`src/rtl/fir_pkg.sv`:
```
// Shared definitions for the sample-path FIR filters: widths, the 9-tap
// symmetric low-pass prototype, and the interpolator state encoding.
package fir_pkg;

  localparam int DATA_W = 16;
  localparam int COEF_W = 16;
  localparam int PROD_W = DATA_W + COEF_W;
  localparam int ACC_W  = 36;
  localparam int NTAPS  = 9;

  localparam logic signed [COEF_W-1:0] H [NTAPS] = '{
    16'sh04F6, 16'sh0AE4, 16'sh1089, 16'sh1496, 16'sh160F,
    16'sh1496, 16'sh1089, 16'sh0AE4, 16'sh04F6
  };

  typedef enum logic [2:0] {
    IDLE = 3'd0,
    MUL  = 3'd1,
    SUM  = 3'd2,
    OUT0 = 3'd3,
    OUT1 = 3'd4
  } fir_state_e;

endpackage

```
`src/rtl/fir_sat.sv`:
```
// Arithmetic right shift (truncating toward minus infinity) followed by
// saturation from the accumulator width down to the sample width.
module fir_sat #(
  parameter int IN_W  = 36,
  parameter int OUT_W = 16,
  parameter int SHIFT = 14
) (
  input  logic [IN_W-1:0]  acc_i,
  output logic [OUT_W-1:0] sat_o
);

  logic signed [IN_W-1:0] shifted;
  logic [IN_W-OUT_W:0]    top;

  assign shifted = $signed(acc_i) >>> SHIFT;
  // The value fits when every bit from the output sign bit upward agrees.
  assign top = shifted[IN_W-1:OUT_W-1];

  always_comb begin
    if ((&top) || (~|top)) begin
      sat_o = shifted[OUT_W-1:0];
    end else if (top[IN_W-OUT_W]) begin
      sat_o = {1'b1, {(OUT_W-1){1'b0}}};
    end else begin
      sat_o = {1'b0, {(OUT_W-1){1'b1}}};
    end
  end

endmodule

```
`src/rtl/fir_interp2.sv`:
```
// Two-times interpolating polyphase FIR: one input sample in, the even-branch
// then odd-branch filtered samples out, through valid/ready handshakes.
module fir_interp2
  import fir_pkg::*;
#(
  parameter int SHIFT = 14
) (
  input  logic              clk,
  input  logic              rst_n,
  input  logic [DATA_W-1:0] inData,
  input  logic              inValid,
  output logic              inReady,
  output logic [DATA_W-1:0] outData,
  output logic              outValid,
  input  logic              outReady,
  output logic [2:0]        dbg_state_o
);

  // Handshakes: a transfer happens on a rising edge where valid and ready are
  // both high; valid and data hold steady until that edge.
  fir_state_e               state_q;
  logic signed [DATA_W-1:0] x_q  [5];
  logic signed [PROD_W-1:0] pe_q [5];
  logic signed [PROD_W-1:0] po_q [4];
  logic [ACC_W-1:0]         acc0_d;
  logic [ACC_W-1:0]         acc1_d;
  logic [ACC_W-1:0]         acc1_q;
  logic [DATA_W-1:0]        sat0;
  logic [DATA_W-1:0]        sat1;
  logic [DATA_W-1:0]        out_data_q;
  logic                     out_valid_q;
  logic                     accept;

  assign inReady     = (state_q == IDLE) || ((state_q == OUT1) && outReady);
  assign accept      = inValid && inReady;
  assign outData     = out_data_q;
  assign outValid    = out_valid_q;
  assign dbg_state_o = state_q;

  always_comb begin
    acc0_d = '0;
    acc1_d = '0;
    for (int k = 0; k < 5; k++) begin
      acc0_d = acc0_d + {{(ACC_W-PROD_W){pe_q[k][PROD_W-1]}}, pe_q[k]};
    end
    for (int k = 0; k < 4; k++) begin
      acc1_d = acc1_d + {{(ACC_W-PROD_W){po_q[k][PROD_W-1]}}, po_q[k]};
    end
  end

  // Branch 0 is saturated straight off the adder so its register is outData
  // itself, which puts the first output in OUT0 right after SUM.
  fir_sat #(.IN_W(ACC_W), .OUT_W(DATA_W), .SHIFT(SHIFT)) u_sat0 (
    .acc_i (acc0_d),
    .sat_o (sat0)
  );

  fir_sat #(.IN_W(ACC_W), .OUT_W(DATA_W), .SHIFT(SHIFT)) u_sat1 (
    .acc_i (acc1_q),
    .sat_o (sat1)
  );

  always_ff @(posedge clk or negedge rst_n) begin
    if (!rst_n) begin
      state_q     <= IDLE;
      acc1_q      <= '0;
      out_data_q  <= '0;
      out_valid_q <= 1'b0;
      for (int k = 0; k < 5; k++) begin
        x_q[k]  <= '0;
        pe_q[k] <= '0;
      end
      for (int k = 0; k < 4; k++) begin
        po_q[k] <= '0;
      end
    end else begin
      if (accept) begin
        x_q[0] <= inData;
        for (int k = 1; k < 5; k++) begin
          x_q[k] <= x_q[k-1];
        end
      end
      case (state_q)
        IDLE: begin
          if (accept) state_q <= MUL;
        end
        MUL: begin
          for (int k = 0; k < 5; k++) begin
            pe_q[k] <= PROD_W'(x_q[k]) * PROD_W'(H[2*k]);
          end
          for (int k = 0; k < 4; k++) begin
            po_q[k] <= PROD_W'(x_q[k]) * PROD_W'(H[2*k+1]);
          end
          state_q <= SUM;
        end
        SUM: begin
          acc1_q      <= acc1_d;
          out_data_q  <= sat0;
          out_valid_q <= 1'b1;
          state_q     <= OUT0;
        end
        OUT0: begin
          if (outReady) begin
            out_data_q <= sat1;
            state_q    <= OUT1;
          end
        end
        OUT1: begin
          if (outReady) begin
            out_valid_q <= 1'b0;
            state_q     <= inValid ? MUL : IDLE;
          end
        end
        default: state_q <= IDLE;
      endcase
    end
  end

endmodule

```
`config.mk`:
```
export PLATFORM = sky130hd
export DESIGN_NAME = fir_interp2
export DESIGN_NICKNAME = d
export VERILOG_FILES = /design/src/rtl/fir_pkg.sv /design/src/rtl/fir_sat.sv /design/src/rtl/fir_interp2.sv
export SDC_FILE = /design/constraint.sdc
export NUM_CORES = 2
export LEC_CHECK = 0
export ABC_AREA = 1
export BUFFER_PORTS_ARGS = -buffer_cell sky130_fd_sc_hd__buf_2
export CAP_MARGIN = 40
export CORE_ASPECT_RATIO = 1.5
export CORE_MARGIN = 5
export CORE_UTILIZATION = 45
export DETAILED_ROUTE_END_ITERATION = 8
export PLACE_DENSITY = 0.57
export SLEW_MARGIN = 20
export SYNTH_ARGS = -nofsm -noshare
export SYNTH_HDL_FRONTEND = slang
export SYNTH_SLANG_ARGS = --single-unit
```
`constraint.sdc`:
```
create_clock -name clk -period 6.8 [get_ports clk]
set_input_delay 1.02 -clock clk [delete_from_list [all_inputs] [get_ports clk]]
set_output_delay 1.02 -clock clk [all_outputs]
set_load 0.02 [all_outputs]
```
==> key figures <==
Placed design
  • Area after DPL: 54400 um2
  • Final GP Congestion: about 0.94
  • Worst slack at placement: 1220 ps
  • IO buf count: 40
  • Post-detail-place hpwl: about 140000 um

Yosys
  • EDFF count, synth: 0
  • Commonest cells in the synthesized netlist: inv_1, nand2_1, ha_1, fa_1, o21ai_0
  • Multiplexer share of the synthesized area: less than 1%
  • Largest family of logic cells by synthesized area: adder cells
  • Area leader, netlist: fa_1
  • Avg Inst Size Synth: 8.22 um2
  • Most frequent cell after synthesis: inv_1
  • Yosys top cell area share: 24.5%
  • Ranking of synthesized cells by area: fa_1, ha_1, dfrtp_1, inv_1, nand2_1
  • Post-synthesis adder-cell area fraction: 42.9%
  • Synth Area in Simple Gates: 14.5%
  • Synth Area in XOR/XNOR: 3.52%
  • Sequential element share of the synthesized area: 17.6%
  • Cell Area, Synth: 52300 um2
  • Synth warnings: 0
  • Post-synthesis net count: 7789
  • Flops & latches, synth: 367
  • Synth async-reset ratio: between 90% and 100%
  • Netlist cell types: 56
  • Synth Instances: roughly 6400
  • Compound-Gate Fraction of Synth Area: 8.73%
  • Top FF cell, synth: dfrtp_1

Critical path
  • Crit path DAT: roughly 6100 ps
  • R2R depth: 22
  • Crit Path Category: reg2reg
  • Crit end category: flop
  • CP required: 7270 ps
  • Startpoint types: flop
  • Crit path max fanout: 11

Route
  • Routed length per placed instance: 20.6 um
  • Final wirelength: 165000 um
  • DR vias/cell: 5.07
  • Antenna Nets Post-Route: 0
  • Vias: 40523
  • Iter 0 DRT Violations: around 2300
  • Remaining DRCs: 0
  • Pre-antenna DRT Iters: 6

Finish
  • Area delta synth->final: 6.94%
  • Design area: 55900 um2
  • NumNets Final: 7823
  • Share of cells above drive strength 1: 4.17%

Timing
  • Max Clock Freq: 179 MHz
  • Setup tns final: 0 ps
  • Final Hold Fails: 0
  • Max Clock Skew: between 30 and 40 ps
  • Least-Margin Pin Slew: just under 1000 ps
  • Final worst slack: about 1200 ps
  • Max_slew headroom: between 30% and 40%
  • Fin crit period: 5580 ps
  • Final Max Tran Viols: 0
  • Final-report setup violation count: 0
  • Period utilization: 82.1%
  • Unrepaired setup endpoints after global routing: no

Clocking
  • Total setup buffers inserted after CTS: 0
  • Clk slew on worst S/H paths: 80 ps
  • Number of H-tree levels: 2
  • CTS tree: done
  • Hold-fix buffers at CTS: 0
  • Inserted Clock Buffers: 45
  • Clk sinks: 367
  • Clock tree buffer depth: 3
  • Gates resized, CTS repair: 0
  • CTS root buffer: clkbuf_16
  • Skew-Pair Late Insertion Delay: 640 ps

Status
  • Status: completed

GRT
  • First-pass GRT wire length: 253000 um
  • Largest net degree at the start of global routing: between 150 and 200
  • GRT overflow: 0
  • GRT Total Usage: 27.2%
  • Number of global-route vias before repair: 42791
  • Initial antenna violation count: 8

Flow run
  • Max Cap Viol: 0

Floorplanning
  • Die area: 123000 um2
  • Die Width: 288 um
  • Die Height: 428 um
  • Core Area: 116000 um2
  • Row cnt: ~150
  • Effective utilization at floorplan: 45.2%
  • # IOs: 41

Worst hold path
  • Hold WC Path Type: in2async
[cell families (layout without fill, tap and decap cells)]
group | Yosys count | after routing
AND/OR/NAND/NOR | 1801 | 1801
adder cells (fa/ha/maj) | 1408 | 1408
XOR/XNOR | 210 | 210
AO/OA/AOI/OAI | 838 | 838
buffers and inverters | 1720 | 1789
flip-flops | 367 | 367
multiplexers | 17 | 17
other | 0 | 5
[cells in the final DEF (no fill, tap or decap), drive strengths merged, types with 41 or more instances in the layout]
cell type and instances:
ha 768, or2 41, a21oi 304, nand4 44
clkbuf 52, xnor2 96, buf 75, dfrtp 367
xor2 114, o21ai 398, nand2 1156, nor2 253
fa 640, inv 1639, nand3 217
[metrics by stage]
| stage | cells | hold slack [ps] | util (%) |
|---|---|---|---|
| after global placement | 7893 | 457 | 47.0 |
| after floorplan | 6361 | 449 | - |
| after detailed placement | 7897 | 461 | 47.1 |
| after CTS | 7979 | 340 | 48.3 |
| after global routing | 7981 | 395 | 48.4 |
| final | 7985 | 369 | 48.4 |
[final timing paths]
check | slack [ps] | startpoint | end
max | 1220 | x_q[45] | pe_q[85]
min in group clk | 470 | outData[4] | outData[4]
min | 370 | rst_n | pe_q[146]
max reg2reg | 1220 | x_q[45] | pe_q[85]
min reg2reg | 470 | outData[4] | outData[4]
max in group asynchronous | 5050 | rst_n | pe_q[89]
[area by class of cell]
type	instances	area [um2]
fillers	11678	59700
multi-input cells	4274	36600
flip-flops and latches	367	9190
inverters	1632	6130
well taps	1550	1940
clock buffers	52	1180
repair buffers	75	558
clock inverters	30	293
diodes	5	12.5
[registers in the layout, indices dropped and copies added (netlist names)]
name,cells
pe_q,143
po_q,105
x_q,80
acc1_q,19
outData,16
dbg_state_o,3
outValid,1
[layer usage]
layer / wire (um) / GRT usage, % / vias up
li1: - / - / 19690
met4: 10600 / 13.9 / 0
met5: 0 / 0 / -
met3: 5760 / 2.83 / 267
met1: 62900 / 31.1 / 19848
met2: 85700 / 49.9 / 718
[critical path: stages (launching register included)]
cell and delay (ps):
dfrtp_1 600, ha_1 430, inv_1 60, fa_1 470, inv_1 50, ha_1 320
fa_1 500, fa_1 490, inv_1 50, fa_1 480, inv_1 40, ha_1 370
nand2_1 100, nor2_1 190, inv_1 70, nor3_1 230, a21oi_1 160, o21ai_0 410
nand2_1 130, nand2_1 80, nand2_1 50, nand3_1 60, o21ai_0 80
Power is not shown: default switching activity piles up to over one toggle a cycle in this logic, so the estimate is an artifact.
